--- src/rtl/alu_arbiter.sv ---
// Two-requester round-robin front end for a shared fixed-latency ALU.
// Grants are combinational; a {valid,id} shift line routes each result back.
module alu_arbiter #(
  parameter int unsigned ALU_LAT = 1
) (
  input  logic        clk,
  input  logic        rst_n,
  input  logic        req0_valid,
  input  logic        req1_valid,
  output logic        req0_ready,
  output logic        req1_ready,
  input  logic [31:0] req0_a,
  input  logic [31:0] req0_b,
  input  logic [31:0] req1_a,
  input  logic [31:0] req1_b,
  input  logic [4:0]  req0_op,
  input  logic [4:0]  req1_op,
  output logic [31:0] alu_a,
  output logic [31:0] alu_b,
  output logic [4:0]  alu_op,
  input  logic [63:0] alu_out,
  output logic        resp0_valid,
  output logic        resp1_valid,
  output logic [63:0] resp_data,
  output logic        busy,
  output logic [15:0] issue_count
);

  logic               ptr;
  logic               grant_any;
  logic               grant_id;
  logic [ALU_LAT-1:0] stage_valid;
  logic [ALU_LAT-1:0] stage_id;

  // The pointer only matters when both requesters compete.
  always_comb begin
    req0_ready = 1'b0;
    req1_ready = 1'b0;
    if (req0_valid && req1_valid) begin
      req0_ready = ~ptr;
      req1_ready = ptr;
    end else begin
      req0_ready = req0_valid;
      req1_ready = req1_valid;
    end
  end

  assign grant_any = req0_ready | req1_ready;
  assign grant_id  = req1_ready;

  always_comb begin
    alu_a  = '0;
    alu_b  = '0;
    alu_op = '0;
    if (req0_ready) begin
      alu_a  = req0_a;
      alu_b  = req0_b;
      alu_op = req0_op;
    end else if (req1_ready) begin
      alu_a  = req1_a;
      alu_b  = req1_b;
      alu_op = req1_op;
    end
  end

  always_ff @(posedge clk) begin
    if (!rst_n) begin
      ptr         <= 1'b0;
      stage_valid <= '0;
      stage_id    <= '0;
      issue_count <= '0;
    end else begin
      if (grant_any) begin
        ptr         <= ~grant_id;
        issue_count <= issue_count + 16'd1;
      end
      stage_valid[0] <= grant_any;
      stage_id[0]    <= grant_id;
      for (int unsigned i = 1; i < ALU_LAT; i++) begin
        stage_valid[i] <= stage_valid[i-1];
        stage_id[i]    <= stage_id[i-1];
      end
    end
  end

  // Last tracking stage lines up with the ALU result for the same issue.
  assign resp0_valid = stage_valid[ALU_LAT-1] & ~stage_id[ALU_LAT-1];
  assign resp1_valid = stage_valid[ALU_LAT-1] &  stage_id[ALU_LAT-1];
  assign resp_data   = stage_valid[ALU_LAT-1] ? alu_out : '0;
  assign busy        = |stage_valid;

endmodule

--- config.mk ---
export PLATFORM = sky130hd
export DESIGN_NAME = alu_arbiter
export DESIGN_NICKNAME = d
export VERILOG_FILES = /design/src/rtl/alu_arbiter.sv
export SDC_FILE = /design/constraint.sdc
export NUM_CORES = 1
export LEC_CHECK = 0
export BUFFER_PORTS_ARGS = -buffer_cell sky130_fd_sc_hd__buf_2
export CAP_MARGIN = 20
export CORE_AREA = 2 2 141 143
export CTS_CLUSTER_DIAMETER = 120
export DETAILED_ROUTE_END_ITERATION = 12
export DIE_AREA = 0 0 143 145
export GPL_TIMING_DRIVEN = 0
export SYNTH_ARGS = -nofsm -noshare
export SYNTH_HDL_FRONTEND = slang
export SYNTH_SLANG_ARGS = --single-unit
--- constraint.sdc ---
create_clock -name clk -period 3.26 [get_ports clk]
set_input_delay 0.489 -clock clk [delete_from_list [all_inputs] [get_ports clk]]
set_output_delay 0.489 -clock clk [all_outputs]
set_load 0.03 [all_outputs]
==> metrics.md, run 1 <==
| Metric | Value |
|---|---|
| Max-Cap Viols | `0` |
| PwrDens | `288 mW/mm^2` |
| WL met3 | `989 um` |
| Seq/Total Area, Yosys | `0.190` |
| Post-layout min period | `2680 ps` |
| Yosys reg bits | `19` |
| Critical Path RT | `2770 ps` |
| Crit path kind | `in -> out` |
| Cts bufs inserted | `3` |
| Average size of a mapped cell | `7.82 sq um` |
| Fillers | `2135` |
| Reg area | `380 sq um` |
| Nets@finish | `826` |
| Area of the multi-input gates | `0.00148 sq mm` |
| CTS clk-pin slew, worst paths | `60 ps` |
| Startpoint types | `input port` |
| Final TNS setup | `0 ps` |
| Post-Syn Instances | `256` |
| Boundary Pins | `360` |
| Max layer used | `met4` |
| First-pass GRT wire length | `17.3 mm` |
| CTS Hold Bufs | `0` |
| Hold Crit Class | `reg -> reg` |
| Slew headroom | `0.536` |
| RSZ-0062 raised after global routing | `false` |
| Ys async rst share | `0` |
| Clock buffer depth | `2` |
| R2R Setup Slk | `1710 ps` |
| Synth area leaders | `a22o_1, and2_1, dfxtp_1, buf_2, mux2i_1` |
| DIE AREA | `0.0207 sq mm` |
| WL per Instance | `13.6 um` |
| Syn-to-layout area delta | `110%` |
| Initial antenna violation count | `1` |
| GRT Overall Usage | `0.105` |
| Vias in the first global route | `3117` |
| Post-CTS Resized | `0` |
| H-tree Lvls | `1` |
| Area leader, netlist | `a22o_1` |
| WHS Endpoint | `issue_count[15]$_SDFFE_PN0P_` |
| Syn Nets | `463` |
| DP Wirelength | `10.5 mm` |
| Vias | `3403` |
| CTS tree | `yes` |
| Later-pin clock latency in the skew report | `250 ps` |
| Yosys warns | `0` |
| Fin. max-slew vios | `0` |
| Met2 wire len | `5.64 mm` |
| Clk sinks | `19` |
| Worst-path maximum fanout | `10` |
| Starting density of the core | `0.104` |
| CP arrival | `2190 ps` |
| Site Rows | `51` |
| Post-synthesis cell area | `0.00200 sq mm` |
| Hold Path Depth | `2` |
| Status | `complete, no violations` |
| EDFF count, synth | `0` |
| # Post-CTS Setup Buffers | `0` |
| Fmax | `0.374 GHz` |
| Pre-CTS WS | `508 ps` |
| Via-to-Cell Ratio | `3.85` |
| Met1 WL | `5.35 mm` |
| Initial DRT Pass Iterations | `4` |
| Die Width | `143 um` |
| Crit Reg-Reg Endpoint | `issue_count[8]$_SDFFE_PN0P_` |
| Post-layout util | `0.219` |
| Peak VDD IR | `0.000171 V` |
| Drt total wl | `12.0 mm` |
| Critical path endpoint category | `output port` |
| Gr ovfl total | `0` |
| Worst setup margin | `583 ps` |
| Post-DRT Antenna Nets | `0` |
| DIE HEIGHT | `145 um` |
| Layout cells sized above 1 | `0.613` |
| Hold path start | `issue_count[15]$_SDFFE_PN0P_` |
| Worst r2r path cells | `4` |
| Final hold viol count | `0` |
| Clk_skew | `5.89 ps` |
| Routability congestion estimate | `0.828` |
| Main synth FF type | `dfxtp_1` |
| DR iter-0 viols | `146` |
| Measured slew at the worst slew-check pin | `694 ps` |
| Core ar. | `0.0192 sq mm` |
| Final Power | `0.00121 W` |
| Final Setup Violations | `0` |
| Count of different cell masters after synthesis | `27` |
| IO Port Bufs | `358` |
| Leak Pwr | `2.38 nW` |
| Pin count of the biggest net entering global routing | `11` |
| Post-route DRC | `0` |
| Fin crit share | `0.821` |
| Post-synth top area share | `0.302` |
| Root Buffer | `clkbuf_16` |
| RR Startpoint | `issue_count[0]$_SDFFE_PN0P_` |
[logic make-up (layout without fill, tap and decap cells)]
group / after synthesis / count (layout) / share of synthesized area
AO/OA/AOI/OAI: 88 / 88 / 0.371
other: 0 / 1 / 0
adder cells (fa/ha/maj): 1 / 1 / 0.00625
buffers and inverters: 31 / 393 / 0.0694
flip-flops: 19 / 19 / 0.190
multiplexers: 6 / 6 / 0.0300
XOR/XNOR: 4 / 4 / 0.0175
AND/OR/NAND/NOR: 107 / 107 / 0.316
[layout make-up]
| type | count | area share |
|---|---|---|
| Timing Repair Buffer | 358 | 0.426 |
| Multi-Input combinational cell | 206 | 0.352 |
| Sequential cell | 19 | 0.0904 |
| Tap cell | 265 | 0.0788 |
| Buffer | 27 | 0.0294 |
| Clock buffer | 4 | 0.0187 |
| Inverter | 4 | 0.00357 |
| Antenna cell | 1 | 0.000595 |
[worst max-delay path by stage]
stage	startpoint	endpoint	slack, ps	cells past startpoint
floorplan	req0_valid	alu_a[22]	1110	4
global placement	req1_valid	alu_b[6]	500	6
finish	req1_valid	alu_a[12]	580	6
CTS	req1_valid	alu_b[6]	500	6
detailed placement	req1_valid	alu_b[6]	510	6
global route	req1_valid	alu_b[6]	430	6
[synth_stat cells (4+ instances only)]
cell type,n
a21oi_1,7
nor2_1,6
buf_2,15
xor2_1,4
dfxtp_1,19
a22o_1,69
mux2i_1,6
clkbuf_1,11
nand2_1,9
nand2b_1,8
inv_1,4
nor4_1,6
o21ai_0,5
and2_1,66
[worst max-delay path: stages]
cell,delay (ps)
buf_2,120
buf_4,160
a21boi_1,570
buf_2,380
a22o_1,240
buf_2,220
[stage by stage]
stage	hold WS, ps	cell area (sq um)	std cells
global placement	455	4130	879
detailed placement	461	4130	879
global route	487	4210	884
floorplan	458	2000	256
finish	471	4210	884
CTS	471	4200	883
[sequential cells by signal, summed over array words and instances, names as in the netlist]
signal and flops:
ptr 1, stage_id 1, busy 1, issue_count 16
[layout by cell type, fill, tap and decap left out, drive strengths merged]
master,synthesis,final
buf,16,374
a22o,69,69
and2,66,66
dfxtp,19,19
clkbuf,11,15
nand2,9,9
nand2b,8,8
a21oi,7,7
nor2,6,6
nor4,6,6
mux2i,6,6
o21ai,5,5
inv,4,4
xor2,4,4
or3,3,3
nand4,3,3
o2111ai,3,3
nand3,2,2
o31ai,2,2
or4,2,2
diode,0,1
a21boi,1,1
nor2b,1,1
o211ai,1,1
and3,1,1
ha,1,1
[report_power, final]
part | switching, W | internal (W)
Sequential | 0.00000896 | 0.000238
Clock | 0.0000892 | 0.000166
Combinational | 0.000447 | 0.000262
[routing by layer]
metal	up-vias	GRT usage
met4	0	0.0114
met3	5	0.0109
li1	1672	-
met1	1540	0.149
met2	186	0.174
met5	-	0
No activity file was read; power rests on OpenSTA's default activity.
==> run 2, diff against run 1 <==
CORE_AREA = 2 2 142 144   (was 2 2 141 143)
DIE_AREA = 0 0 144 146   (was 0 0 143 145)
clock period = 2.7 ns   (was 3.26 ns; I/O delays follow)
==> metrics.md, run 2 (synthesis gave the netlist of run 1 again) <==
| Metric | Value |
|---|---|
| Clk_skew | `2.57 ps (-3.32 ps)` |
| Status | `complete, no violations` |
| Crit path kind | `reg -> out` |
| Startpoint types | `flip-flop` |
| Boundary Pins | `360 (unchanged)` |
| Worst setup margin | `332 ps (-251 ps)` |
| GRT Overall Usage | `0.112 (+0.00746)` |
| RSZ-0062 raised after global routing | `false` |
| Hold Crit Class | `in -> reg` |
| DP Wirelength | `11.5 mm (+9.8%)` |
| Peak VDD IR | `0.000157 V (-8.0%)` |
| Max FFs per register | `16 (unchanged)` |
| Fillers | `2205 (+3.3%)` |
| CP arrival | `1960 ps (-230 ps)` |
| Via-to-Cell Ratio | `3.89 (+1.1%)` |
| Clock buffer depth | `2 (unchanged)` |
| Final TNS setup | `0 ps (unchanged)` |
| DR iter-0 viols | `137 (-6.2%)` |
| Final hold viol count | `0 (unchanged)` |
| Critical Path RT | `2300 ps (-470 ps)` |
| CTS Hold Bufs | `0 (unchanged)` |
| Vias | `3443 (+1.2%)` |
| WL per Instance | `14.8 um (+9.3%)` |
| CTS clk-pin slew, worst paths | `60 ps (about the same)` |
| Worst-path maximum fanout | `10 (unchanged)` |
| Vias in the first global route | `3287 (+5.5%)` |
| Layout cells sized above 1 | `0.617 (+0.00324)` |
| Final Instance Area | `0.00421 sq mm (+0.18%)` |
| DIE AREA | `0.0210 sq mm (+1.4%)` |
| Measured slew at the worst slew-check pin | `467 ps (-227 ps)` |
| CTS tree | `yes` |
| M2 GR Usage | `0.201 (+0.0268)` |
| Fin crit share | `0.877` |
| Gr ovfl total | `0 (unchanged)` |
| Slew headroom | `0.687 (+0.151)` |
| Reg area | `380 sq um (unchanged)` |
| Core ar. | `0.0193 sq mm (+0.66%)` |
| Post-layout min period | `2370 ps` |
| Fin Hold WS | `464 ps (-7.41 ps)` |
| Fmax | `0.422 GHz` |
| Critical path endpoint category | `output port` |
| Commonest non-fill, non-tap cell in the layout | `buf_2` |
| H-tree Lvls | `1 (unchanged)` |
| Drt total wl | `13.1 mm (+9.4%)` |
| Site Rows | `51 (unchanged)` |
| Dpl cells | `879 (unchanged)` |
| Nets@finish | `826 (unchanged)` |
| Root Buffer | `clkbuf_16` |
| Most frequent cells in the layout | `buf_2, a22o_1, and2_1, dfxtp_1, clkbuf_1` |
| Fin. max-slew vios | `0 (unchanged)` |
| Leak Pwr | `2.38 nW (+0.14%)` |
| PwrDens | `348 mW/mm^2 (+21%)` |
| Pre-CTS WS | `68.5 ps (-439 ps)` |
| Top reg by flops | `issue_count` |
| Initial antenna violation count | `3 (+2)` |
| Syn-to-layout area delta | `110%` |
| Pin count of the biggest net entering global routing | `12 (+1)` |
| Area of the multi-input gates | `0.00149 sq mm (+0.25%)` |
| Routability congestion estimate | `0.847 (+2.3%)` |
| Initial DRT Pass Iterations | `4 (unchanged)` |
| Global route hottest layer | `met2` |
| First-pass GRT wire length | `18.4 mm (+6.5%)` |
| Final Setup Violations | `0 (unchanged)` |
| Die Width | `144 um (+0.70%)` |
| Post-route DRC | `0 (unchanged)` |
| Cts bufs inserted | `3 (unchanged)` |
| Starting density of the core | `0.104 (-0.000688)` |
| Clk sinks | `19 (unchanged)` |
| Final std cells w/o fill | `885 (+0.11%)` |
| Post-DRT Antenna Nets | `0 (unchanged)` |
| Global Route met1 Usage | `0.142 (-0.00739)` |
| Later-pin clock latency in the skew report | `250 ps (about the same)` |
| Met3 GRT Util | `0.0220 (+0.0112)` |
| Max-Cap Viols | `0 (unchanged)` |
| DP Area | `0.00413 sq mm (unchanged)` |
| DIE HEIGHT | `146 um (+0.69%)` |
| IO Port Bufs | `358 (unchanged)` |
run 2: cell types whose count changed in the layout (fill, tap and decap cells not counted), sizes merged:
cell / change
clkinv: +1
clkbuf: -1
diode: +1
run 2: repair_timing:
item,in CTS,in global routing
setup endpoints to repair,0,2
buffers inserted,0,0
resized for setup,0,1
run 2: path summary, 6_finish.rpt:
kind,cells after the start,endpoint,slack [ps],from
max reg2reg,4,issue_count[8]$_SDFFE_PN0P_,1140,issue_count[0]$_SDFFE_PN0P_
min reg2reg,2,issue_count[15]$_SDFFE_PN0P_,470,issue_count[15]$_SDFFE_PN0P_
min,3,issue_count[9]$_SDFFE_PN0P_,460,rst_n
max,6,alu_b[30],330,ptr$_SDFFE_PN0P_
run 2: power breakdown:
group	switching, W	internal (W)	leakage, nW
clock	0.000111	0.000199	0.0409
sequential	0.0000103	0.000288	0.154
combinational	0.000542	0.000317	2.18
run 2: routing by layer:
metal / wire, um / up-vias
li1: - / 1675
met1: 5530 / 1570
met2: 6410 / 190
met3: 1090 / 6
met4: 87 / 2
met5: 14 / -
run 2: critical path, stage by stage, from the launching register on:
cell	delay (ps)
dfxtp_1	360
nand2b_1	150
and2_1	160
clkbuf_1	320
buf_2	290
a22o_1	200
buf_2	220
run 2: final cells by class:
cell class | count | share of cell area
repair buffers | 358 | 0.425
flip-flops and latches | 19 | 0.0903
inverters | 4 | 0.00356
plain buffers | 27 | 0.0294
well taps | 265 | 0.0787
clock buffers | 3 | 0.0178
clock inverters | 1 | 0.00119
multi-input cells | 206 | 0.353
diodes | 2 | 0.00119
run 2: per-stage QoR:
stage / util / total power, W
floorplan: - / 0.000817
global placement: 0.213 / 0.00117
detailed placement: 0.213 / 0.00117
CTS: 0.217 / 0.00148
global route: 0.218 / 0.00155
finish: 0.218 / 0.00147
==> run 3, diff against run 2 <==
ABC_AREA = 1   (was not set)
CORE_AREA = 2 2 140 142   (was 2 2 142 144)
DIE_AREA = 0 0 142 144   (was 0 0 144 146)
==> metrics.md, run 3 <==
| Metric | Value |
|---|---|
| Status | `complete, no violations` |
| Hold Crit Class | `in -> reg` |
| Synth area leaders | `a22o_1, dfxtp_1, nand2_1, inv_1, nor2_1` |
| EDFF count, synth | `0 (unchanged)` |
| Max FFs per register | `16 (unchanged)` |
| CTS clk-pin slew, worst paths | `60 ps (about the same)` |
| Core ar. | `0.0191 sq mm (-1.3%)` |
| Critical Path Sink | `alu_b[4]` |
| Initial DRT Pass Iterations | `4 (unchanged)` |
| IO Port Bufs | `359 (+0.28%)` |
| R2R Setup Slk | `1200 ps (+60 ps)` |
| Post-CTS Resized | `0 (unchanged)` |
| Yosys reg bits | `19 (unchanged)` |
| Final hold viol count | `0 (unchanged)` |
| DR iter-0 viols | `121 (-12%)` |
| # Post-CTS Setup Buffers | `0 (unchanged)` |
| Synth cell count leaders | `nand2_1, inv_1, a22o_1` |
| Clk_skew | `1.51 ps (-1.06 ps)` |
| Commonest non-fill, non-tap cell in the layout | `buf_2` |
| CP peak stage delay | `350 ps (about the same)` |
| Worst-path maximum fanout | `10 (unchanged)` |
| Met2 wire len | `6.00 mm (-6.3%)` |
| Post-synth top area share | `0.280 (-0.0220)` |
| PwrDens | `345 mW/mm^2 (-0.93%)` |
| Main synth FF type | `dfxtp_1` |
| DIE AREA | `0.0204 sq mm (-2.7%)` |
| Later-pin clock latency in the skew report | `260 ps (about the same)` |
| Via-to-Cell Ratio | `3.86 (-0.77%)` |
| Final Power | `0.00150 W (+2.0%)` |
| Yosys warns | `0 (unchanged)` |
| Post-route DRC | `0 (unchanged)` |
| Crit Reg-Reg Endpoint | `issue_count[12]$_SDFFE_PN0P_` |
| WL per Instance | `14.0 um (-5.7%)` |
| Vias in the first global route | `3217 (-2.1%)` |
| Initial antenna violation count | `3 (unchanged)` |
| Gr ovfl total | `0 (unchanged)` |
| Ys async rst share | `0 (unchanged)` |
| CTS tree | `yes` |
| Syn Nets | `564 (+22%)` |
| Fin. max-slew vios | `0 (unchanged)` |
| Clock buffer depth | `2 (unchanged)` |
| Root Buffer | `clkbuf_16` |
| WL met3 | `1.79 mm (+64%)` |
| Fin crit share | `0.805 (-0.0720)` |
| Critical path endpoint category | `output port` |
| Post-DRT Antenna Nets | `0 (unchanged)` |
| Boundary Pins | `360 (unchanged)` |
| Crit-path cells | `nand2_1, inv_1, nor2_2, buf_2, a22o_1, buf_2` |
| Starting density of the core | `0.113 (+0.00965)` |
| Cts bufs inserted | `3 (unchanged)` |
| DIE HEIGHT | `144 um (-1.4%)` |
| RSZ-0062 raised after global routing | `false` |
| Cell mode on critical path | `buf_2` |
| CTS Hold Bufs | `0 (unchanged)` |
| Final Setup Violations | `0 (unchanged)` |
| Area leader, netlist | `a22o_1` |
| DP Wirelength | `11.9 mm (+2.9%)` |
| CP arrival | `1770 ps (-190 ps)` |
| Crit path kind | `reg -> out` |
| Max-Cap Viols | `0 (unchanged)` |
| Max layer used | `met5` |
| Final TNS setup | `0 ps (unchanged)` |
| Count of different cell masters after synthesis | `23 (-15%)` |
| Average size of a mapped cell | `6.05 sq um (-23%)` |
| Die Width | `142 um (-1.4%)` |
| RR Startpoint | `issue_count[0]$_SDFFE_PN0P_` |
| Crit path from | `ptr$_SDFFE_PN0P_` |
| CP Depth | `6 (unchanged)` |
| Pin count of the biggest net entering global routing | `12 (unchanged)` |
| Seq/Total Area, Yosys | `0.176 (-0.0139)` |
| First-pass GRT wire length | `17.8 mm (-3.5%)` |
| Worst r2r path cells | `8 (+4)` |
| Nets@finish | `928 (+12%)` |
| Buf/Inv on CP | `3 (unchanged)` |
| Peak VDD IR | `0.000149 V (-5.2%)` |
| Met1 WL | `5.51 mm (-0.51%)` |
| H-tree Lvls | `1 (unchanged)` |
| Post-synthesis cell area | `0.00216 sq mm (+7.9%)` |
| Delay-heaviest family, CP | `buffers and inverters` |
| Syn-to-layout area delta | `101%` |
| Post-layout min period | `2170 ps (-194 ps)` |
| Most frequent cells in the layout | `buf_2, nand2_1, inv_1, a22o_1, nor2_1` |
| Layout cells sized above 1 | `0.542 (-0.0748)` |
| Count leader, synth | `nand2_1` |
| Critical path's slowest cell | `nor2_2` |
| Vias | `3706 (+7.6%)` |
| Post-Syn Instances | `357 (+39%)` |
| Critical Path RT | `2300 ps (about the same)` |
| Startpoint types | `flip-flop` |
| Drt total wl | `13.4 mm (+2.3%)` |
| Fmax | `0.460 GHz (+8.9%)` |
| Leak Pwr | `2.95 nW (+24%)` |
| Slew headroom | `0.673 (-0.0141)` |
| GRT Overall Usage | `0.113 (+0.00105)` |
| Measured slew at the worst slew-check pin | `491 ps (+23.9 ps)` |
| Site Rows | `51 (unchanged)` |
| Clk sinks | `19 (unchanged)` |
| Top reg by flops | `issue_count` |
| Routability congestion estimate | `0.809 (-4.5%)` |
==> run 3: per-stage QoR <==
stage | std cells | worst slack, ps | hold slack (ps) | cell area [sq um] | util
6_report | 960 | 526 | 434 | 4340 | 0.227
5_1_grt | 959 | 322 | 454 | 4340 | 0.227
4_1_cts | 958 | 448 | 434 | 4330 | 0.227
3_5_place_dp | 954 | 489 | 503 | 4250 | 0.223
3_3_place_gp | 954 | 506 | 507 | 4250 | 0.223
2_1_floorplan | 357 | 993 | 507 | 2160 | -
==> run 3: worst min-delay path by stage <==
| stage | startpoint | endpoint | slack (ps) | cells past startpoint |
|---|---|---|---|---|
| 2_1_floorplan | ptr$_SDFFE_PN0P_ | stage_id$_SDFF_PN0_ | 510 | 2 |
| 3_3_place_gp | issue_count[5]$_SDFFE_PN0P_ | issue_count[5]$_SDFFE_PN0P_ | 510 | 2 |
| 3_5_place_dp | issue_count[5]$_SDFFE_PN0P_ | issue_count[5]$_SDFFE_PN0P_ | 500 | 2 |
| 4_1_cts | rst_n | issue_count[6]$_SDFFE_PN0P_ | 430 | 3 |
| 5_1_grt | rst_n | issue_count[6]$_SDFFE_PN0P_ | 450 | 3 |
| 6_report | rst_n | issue_count[6]$_SDFFE_PN0P_ | 430 | 3 |
==> run 3: layout make-up <==
class	instances	area (sq um)
fillers	2190	14700
repair buffers	359	1800
multi-input cells	228	1300
flip-flops and latches	19	380
inverters	88	330
well taps	238	298
plain buffers	22	145
clock buffers	3	75.1
clock inverters	1	5.00
diodes	2	5.00
==> run 3: worst register-to-register path: stages (launching register included) <==
cell and delay [ps]:
dfxtp_1 390, ha_1 240, nand2_1 70, nor2_1 200, inv_1 80, nor2_1 170, nand3_1 100, nor2_1 100
nor2_1 50
==> run 3: power by group <==
part	internal [W]	switching, W	total, W
logic	0.000318	0.000569	0.000887
registers	0.000288	0.00000885	0.000297
clock network	0.000199	0.000113	0.000312
total	0.000805	0.000691	0.00150
==> run 3: cells by family after synthesis <==
kind of cell | Yosys count | share of synthesized area
AOI/OAI and AO/OA | 84 | 0.320
xor gates and xnor gates | 3 | 0.0122
adders and majority gates | 1 | 0.00579
buffers and inverters | 110 | 0.220
DFF | 19 | 0.176
and+or+nand+nor | 140 | 0.266
==> run 3: per-layer routing <==
| layer | up-vias | GRT usage |
|---|---|---|
| li1 | 1862 | - |
| met1 | 1624 | 0.142 |
| met2 | 209 | 0.179 |
| met3 | 9 | 0.0543 |
| met4 | 2 | 0.0174 |
| met5 | - | 0 |
